## config.mk

```make
export PLATFORM = sky130hd
export DESIGN_NAME = pc_unit
export DESIGN_NICKNAME = d
export VERILOG_FILES = /design/src/rtl/pc_unit.sv
export SDC_FILE = /design/constraint.sdc
export NUM_CORES = 1
export LEC_CHECK = 0
export CAP_MARGIN = 25
export CORE_MARGIN = 8
export CORE_UTILIZATION = 51
export DETAILED_ROUTE_END_ITERATION = 10
export GPL_TIMING_DRIVEN = 0
export PLACE_DENSITY = 0.92
export SLEW_MARGIN = 20
export SYNTH_ARGS = -nofsm -noshare
export SYNTH_HDL_FRONTEND = slang
export SYNTH_SLANG_ARGS = --single-unit
```

## constraint.sdc

```tcl
create_clock -name i_clk -period 5.35 [get_ports i_clk]
set_clock_uncertainty 0.15 [all_clocks]
set_input_delay 1.07 -clock i_clk [delete_from_list [all_inputs] [get_ports i_clk]]
set_output_delay 1.07 -clock i_clk [all_outputs]
set_load 0.03 [all_outputs]
```

## src/rtl/pc_unit.sv

```systemverilog
// pc_unit: program counter, target select, run control
// and retired-instruction counter for the RV32I core.
module pc_unit #(
    parameter logic [31:0] RESET_PC  = 32'h0000_0000,
    parameter int          ROM_BYTES = 128
) (
    input  logic        i_clk,
    input  logic        i_rst,
    input  logic        i_stall,
    input  logic [1:0]  i_pc_src,
    input  logic        i_branch_taken,
    input  logic [31:0] i_imm,
    input  logic [31:0] i_rs1_val,
    input  logic        i_halt_req,
    output logic [31:0] o_cur_pc,
    output logic [31:0] o_pc_plus4,
    output logic [31:0] o_next_pc,
    output logic [1:0]  o_state,
    output logic        o_fault,
    output logic [31:0] o_fault_pc,
    output logic [31:0] o_instret
);

    localparam logic [1:0] ST_RUN   = 2'b00;
    localparam logic [1:0] ST_HALT  = 2'b01;
    localparam logic [1:0] ST_FAULT = 2'b10;

    localparam logic [1:0] SRC_SEQ = 2'b00;
    localparam logic [1:0] SRC_BR  = 2'b01;
    localparam logic [1:0] SRC_JAL = 2'b10;
    localparam logic [1:0] SRC_JR  = 2'b11;

    localparam logic [31:0] LAST_PC = 32'(ROM_BYTES - 4);

    logic [31:0] r_pc;
    logic [31:0] r_instret;
    logic [31:0] r_fault_pc;
    logic [1:0]  r_state;
    logic [1:0]  w_state_nxt;

    logic [31:0] w_plus4;
    logic [31:0] w_rel_tgt;
    logic [31:0] w_jr_sum;
    logic [31:0] w_jr_tgt;
    logic [31:0] w_next;
    logic        w_misalign;
    logic        w_range;
    logic        w_bad;
    logic        w_run;
    logic        w_adv;
    logic        w_do_halt;
    logic        w_do_fault;
    logic        w_do_step;
    logic        w_retire;

    // Candidate targets; JALR clears bit 0 of its sum.
    assign w_plus4   = r_pc + 32'd4;
    assign w_rel_tgt = r_pc + i_imm;
    assign w_jr_sum  = i_rs1_val + i_imm;
    assign w_jr_tgt  = {w_jr_sum[31:1], 1'b0};

    // Pick the next PC from the control-flow source.
    always_comb begin
        w_next = w_plus4;
        unique case (i_pc_src)
            SRC_SEQ: w_next = w_plus4;
            SRC_BR:  w_next = i_branch_taken ? w_rel_tgt
                                             : w_plus4;
            SRC_JAL: w_next = w_rel_tgt;
            SRC_JR:  w_next = w_jr_tgt;
            default: w_next = w_plus4;
        endcase
    end

    // A target must be word aligned and inside the ROM.
    assign w_misalign = (w_next[1:0] != 2'b00);
    assign w_range    = (w_next > LAST_PC);
    assign w_bad      = w_misalign | w_range;

    // Event decode: stall masks everything, halt beats fault.
    assign w_run      = (r_state == ST_RUN);
    assign w_adv      = w_run & ~i_stall;
    assign w_do_halt  = w_adv & i_halt_req;
    assign w_do_fault = w_adv & ~i_halt_req & w_bad;
    assign w_do_step  = w_adv & ~i_halt_req & ~w_bad;
    assign w_retire   = w_do_halt | w_do_step;

    // Run-control state register.
    always_ff @(posedge i_clk) begin
        if (i_rst) begin
            r_state <= ST_RUN;
        end else begin
            r_state <= w_state_nxt;
        end
    end

    // Run-control next state; HALT and FAULT are absorbing.
    always_comb begin
        w_state_nxt = r_state;
        unique case (r_state)
            ST_RUN: begin
                if (w_do_halt) begin
                    w_state_nxt = ST_HALT;
                end else if (w_do_fault) begin
                    w_state_nxt = ST_FAULT;
                end
            end
            ST_HALT:  w_state_nxt = ST_HALT;
            ST_FAULT: w_state_nxt = ST_FAULT;
            default:  w_state_nxt = ST_FAULT;
        endcase
    end

    // Run-control outputs decoded from the current state.
    always_comb begin
        o_state = r_state;
        o_fault = (r_state == ST_FAULT);
    end

    // PC register advances only on a clean retire.
    always_ff @(posedge i_clk) begin
        if (i_rst) begin
            r_pc <= RESET_PC;
        end else if (w_do_step) begin
            r_pc <= w_next;
        end
    end

    // Retired counter; ECALL/EBREAK also retire.
    always_ff @(posedge i_clk) begin
        if (i_rst) begin
            r_instret <= 32'd0;
        end else if (w_retire) begin
            r_instret <= r_instret + 32'd1;
        end
    end

    // Capture the PC of the instruction whose target faulted.
    always_ff @(posedge i_clk) begin
        if (i_rst) begin
            r_fault_pc <= 32'd0;
        end else if (w_do_fault) begin
            r_fault_pc <= r_pc;
        end
    end

    assign o_cur_pc   = r_pc;
    assign o_pc_plus4 = w_plus4;
    assign o_next_pc  = w_next;
    assign o_fault_pc = r_fault_pc;
    assign o_instret  = r_instret;

endmodule

```

* Yosys cells after proc, flatten, opt, wreduce, memory -nomap -nowiden
Index checks and enable logic that the tools add are counted.
** Cells by class
- Add/sub/neg operators :: 4
- $lt $le $gt $ge :: 1
- Equal/unequal tests :: 6
- Multiplexer cells :: 5
- Bitwise logic cells :: 10
- Reduce and logical (&&, ||, !) cells :: 3
** Operators by type and width (number)
- 32-bit one-hot mux with 4 select lines :: 1
- 32-bit adder :: 2
- 32-bit by 1-bit adder with 32-bit output, second input constant :: 1
- 32-bit by 3-bit adder with 32-bit output, second input constant :: 1
- 32-bit by 7-bit greater-than comparator with 1-bit output, second input constant :: 1
- 32-bit 2-to-1 mux :: 1
- 2-bit == test, second input constant :: 3
- 1-bit bitwise AND :: 5
- 2-bit by 1-bit == test with 1-bit output, second input constant :: 2
- 2-bit zero test :: 2
- 2-bit 2-to-1 mux :: 2
- 2-bit one-hot mux with 2 select lines :: 1
- 3-bit by 1-bit inequality test with 1-bit output, second input constant :: 1
- 1-bit inverter :: 3
- 1-bit bitwise OR :: 2
- 2-bit nonzero test :: 1
** Word-level totals
- Flip-flop bits (word level) :: 98
- Output and inout bits :: 163
- Logic and storage cells :: 33

* Depth between registers and ports, before layout
- Depth after elaboration :: 9
- Depth in mapped cells :: 17
- Mapped depth without buffers :: 14

* Worst setup path before layout
Ideal clock, no wire load.
- Path type :: input -> register
- Start :: input i_imm[8]
- End :: register r_instret[11], in the netlist o_instret[11]
- Library setup time :: 0.121 ns
- Data arrival time :: 4.974 ns
- Slack :: 0.105 ns
- Stages :: 15
- Path buffers :: 3
- Path through :: ha_1 -> buf_2 -> a21o_1 -> a31oi_1 -> o221ai_1 -> o41ai_4 -> mux2i_1 -> nand4_1 -> a2111oi_4 -> nand4bb_1 -> o41a_1 -> buf_6 -> clkbuf_1 -> nor3_1 -> mux2_2
** On the way
- Longest elaborated chain between the ends :: 8
- Elaborated cells on any way between the ends :: 9
- Those cells by class :: add/sub: 2; order compare: 1; mux: 2; bitwise: 4
** RTL lines
- start, declared :: line 12 : input logic [31:0] i_imm,
- 32-bit adder :: line 58 : assign w_rel_tgt = r_pc + i_imm;
- 32-bit 2-to-1 mux :: line 67 : SRC_BR: w_next = i_branch_taken ? w_rel_tgt
- 32-bit one-hot mux with 4 select lines (*) :: line 65 : unique case (i_pc_src)
- named net o_next_pc[29] :: line 17 : output logic [31:0] o_next_pc,
- 32-bit by 7-bit greater-than comparator with 1-bit output (*) :: line 77 : assign w_range = (w_next > LAST_PC);
- 1-bit bitwise OR (*) :: line 78 : assign w_bad = w_misalign | w_range;
- 1-bit inverter (*) :: line 85 : assign w_do_step = w_adv & ~i_halt_req & ~w_bad;
- 1-bit bitwise AND (*) :: line 85
- 1-bit bitwise OR (*) :: line 86 : assign w_retire = w_do_halt | w_do_step;
- end signal, assigned :: line 134 : r_instret <= r_instret + 32'd1;
- end, declared :: line 36 : logic [31:0] r_instret;
Mark *: on every way through the listed nets, which the timed path passes. The rest lies on a longest branch.
A chain may end at the register's enable or synchronous reset.

* Worst setup path after layout
- Start :: input i_rs1_val[1]
- End :: register r_instret[26], in the netlist o_instret[26]
** On the way
- Longest elaborated chain between the ends :: 7
- Elaborated cells on any way between the ends :: 8
- Those cells by class :: add/sub: 1; order compare: 1; mux: 1; bitwise: 4; reduce/logical: 1
** RTL lines
- start, declared :: line 13 : input logic [31:0] i_rs1_val,
- 32-bit adder (*) :: line 59 : assign w_jr_sum = i_rs1_val + i_imm;
- 32-bit one-hot mux with 4 select lines (*) :: line 65
- 32-bit by 7-bit greater-than comparator with 1-bit output or 2-bit nonzero test (tied branches) :: line 77, 76
- 1-bit bitwise OR (*) :: line 78
- 1-bit inverter (*) :: line 85
- 1-bit bitwise AND (*) :: line 85
- 1-bit bitwise OR (*) :: line 86
Mark *: on every way between the ends. The rest lies on a longest branch, timed or not.

==> summary.txt <==
Outcome
  – Status: complete, but fails checks
  – Failing checks: setup timing

STA
  – Setup TNS: -12.8 ps
  – Highest Clock Rate: between 150 and 200 MHz
  – Final min period: between 5000 and 6000 ps
  – Final Hold Violating Endpoints: 0
  – Final setup violation count: 1
  – Fin crit share: 1.00
  – RSZ-0062 raised after global routing: yes
  – Slew @ Worst Pin: 838 ps
  – Pins Over Slew Limit: 0
  – Worst setup margin: -12.8 ps
  – Slew headroom: 0.441
  – Hold WS: 327 ps

Floorplan
  – Initial Utilization: 0.521
  – Die Span Y: about 150 um
  – DIE AREA: 23,000 sq um
  – Cell Rows: 49
  – Width of the die: 152 um
  – Core Box Area: roughly 18,000 sq um
  – IO Pins: 234

Flow run
  – MaxCap Viol Count: 0

Layout
  – Ant. Diodes: 0
  – Fraction of layout cells with a size suffix above 1: 0.153
  – Layout net count: 1,668
  – Syn-to-layout area delta: 40.8%
  – Final instance area: between 10,000 and 15,000 sq um
  – Fillers: approximately 1,400

Clock tree
  – Clk Latency, worst-skew pair: between 300 and 400 ps
  – CTS max path bufs: 2
  – CTS Sinks: 98
  – CTS tree: done
  – Worst-path clk slew: 70 ps
  – TritonCTS Buffers: 9
  – Root Buffer: clkbuf_16
  – Htree depth: 3
  – CTS hold repair buffers: 0

Logic synthesis
  – Ys Warns: 0
  – Register area share after synthesis: 0.209
  – Post-synth EDFFs: 0
  – Synth Cell Area: 9400 sq um
  – Netlist cell types: slightly below 80
  – Synth Register Bits: between 90 and 100
  – Ys flop type: dfxtp_1
  – Syn avg cell area: approximately 7.3 sq um
  – Ys async rst share: 0
  – Synthesized net count: between 1,000 and 1,500
  – Cells after synthesis: 1,285

Place
  – Final Wtd Congestion: ~1
  – IO Port Bufs: 230
  – Area of placed instances: roughly 12,000 sq um
  – Post-DP HPWL: about 32 mm

Pwr
  – Total chip power: between 2000 and 2500 uW
  – Leak: 0.00509 uW
  – Pwr/cell area: 163 nW/um^2
  – Peak supply drop: about 220 uV

GRT
  – First-pass GRT wire length: between 60 and 70 mm
  – Grt total ovfl: 0
  – Vias in the first global route: between 10,000 and 15,000
  – Total track usage: 0.338
  – Initial antenna violation count: 0
  – Largest net degree at the start of global routing: 19

Worst setup path
  – Setup crit start kind: input port
  – WP data arrival: around 5400 ps
  – WS Path Type: input port to flop
  – Worst path cell trace: clkdlybuf4s50_1, ha_1, nand4_1, a211oi_2, o31ai_2, buf_4, o31ai_2, buf_4, mux2i_1, nand4_1, buf_4, a2111oi_4, nand4bb_1, o41a_1, buf_6, buf_6, buf_2, o31ai_2, a21oi_1
  – Slowest stage delay, CP: approximately 440 ps
  – Crit. End Element: flop
  – CP max-delay cell: clkdlybuf4s50_1
  – WP data required: about 5400 ps
  – Crit-path max FO: 10

Route
  – DRT Pass-1 Iters: 6
  – DRC violations left: 0
  – Vias/cell: 6.63
  – 1st-iter DRT viols: approximately 1,400
  – Routed wire per std cell: 23.6 um
  – Vias: 11,705
  – Antenna Nets Post-Route: 0
  – Total Wirelength: 41.7 mm

Hold path
  – Worst Hold Class: flop to flop
[registers in the layout, summed over array words and instances (netlist names)]
signal      cells
o_cur_pc       32
o_fault_pc     32
o_instret      32
o_state         2
[worst paths after layout]
path | depth (start not counted) | endpoint | startpoint | slack (ps)
worst max-delay path | 19 | o_instret[26] | i_rs1_val[1] | -10
worst min-delay path | 2 | o_fault_pc[4] | o_fault_pc[4] | 330
worst min register to register | 2 | o_fault_pc[4] | o_fault_pc[4] | 330
worst max register to register | 16 | o_instret[26] | o_cur_pc[6] | 180
[metal layers]
metal  vias up  wire length [um]  track usage
met4         0              2100        0.155
met2       797             19100        0.552
met1      5486             15600        0.426
met5         -                 0            0
met3       156              4900       0.0579
li1       5266                 -            -
[layout make-up]
class	instances	area (sq um)	share of cell area
plain buffers	73	379	0.0286
multi-input cells	1062	7660	0.579
clock buffers	9	225	0.0170
well taps	229	287	0.0217
repair buffers	259	2520	0.191
flip-flops and latches	98	1960	0.148
clock inverters	7	85.1	0.00643
inverters	29	109	0.00823
[stage by stage]
step	worst slack (ps)	utilization	instances
6_report	-12.8	0.734	1766
5_1_grt	-151	0.734	1766
4_1_cts	9.47	0.708	1762
3_5_place_dp	-1230	0.665	1744
3_3_place_gp	-1100	0.665	1744
2_1_floorplan	105	-	1285
[cell usage after synthesis, drive strengths merged, types with 4 or more instances]
master     n  area [sq um]
a22oi      5          37.5
nand3b     4          30.0
o221ai     9          78.8
o21a      12          90.1
and3      19           124
a21o      21           158
or4       13          97.6
nand3     60           300
o22ai      4          25.0
mux2i     16           160
clkbuf    75           282
nand2b    13          81.3
nand2    126           475
or3       14          92.6
xnor2     41           359
o211ai     6          45.0
a31oi     11          68.8
ha        63           788
a211o      5          43.8
nor2      75           282
o21ai     87           435
nor4      11          68.8
a211oi    15           113
buf       21           129
dfxtp     98          1960
nor2b     21           131
xor2      20           175
a221o      4          40.0
and2      39           244
o31ai     18           135
mux2      21           240
a21oi    127           636
or2        5          31.3
o21bai     5          37.5
nor3      57           285
and4       7          61.3
inv       29           109
nand4     49           322
a2111oi    8           108
nand4b     4          35.0
[timing repair]
action | 4_1_cts | 5_1_grt
pin swaps | 23 | 25
endpoints found under the setup margin | 126 | 118
gates resized for setup | 145 | 108
buffers inserted | 19 | 10
[cell families after synthesis]
| family | Yosys count | share of synthesized area |
|---|---|---|
| simple gates | 529 | 0.295 |
| compound gates | 370 | 0.253 |
| buf+inv | 125 | 0.0552 |
| flops | 98 | 0.209 |
| fa+ha+maj | 65 | 0.0881 |
| xor+xnor | 61 | 0.0568 |
| mux | 37 | 0.0426 |
[placed cells by master, fill, tap and decap left out, types with 41 or more instances in the layout]
| cell | instances |
|---|---|
| clkdlybuf4s50_1 | 184 |
| xnor2_1 | 41 |
| nor3_1 | 42 |
| nand3_1 | 60 |
| nand2_1 | 123 |
| o21ai_0 | 74 |
| a21oi_1 | 110 |
| dfxtp_1 | 98 |
| nor2_1 | 75 |
| nand4_1 | 48 |
[power breakdown]
group	switching (uW)	internal, uW
clock network	298	371
registers	2.66	731
logic	476	282
total	776	1380
[worst max-delay path, delay by kind of cell]
family / cells / cell delay, ps
AO/OA/AOI/OAI: 7 / 1810
adder cells (fa/ha/maj): 1 / 290
buffers and inverters: 7 / 1430
multiplexers: 1 / 170
AND/OR/NAND/NOR: 3 / 640
Power figures use the tool's default switching activity.
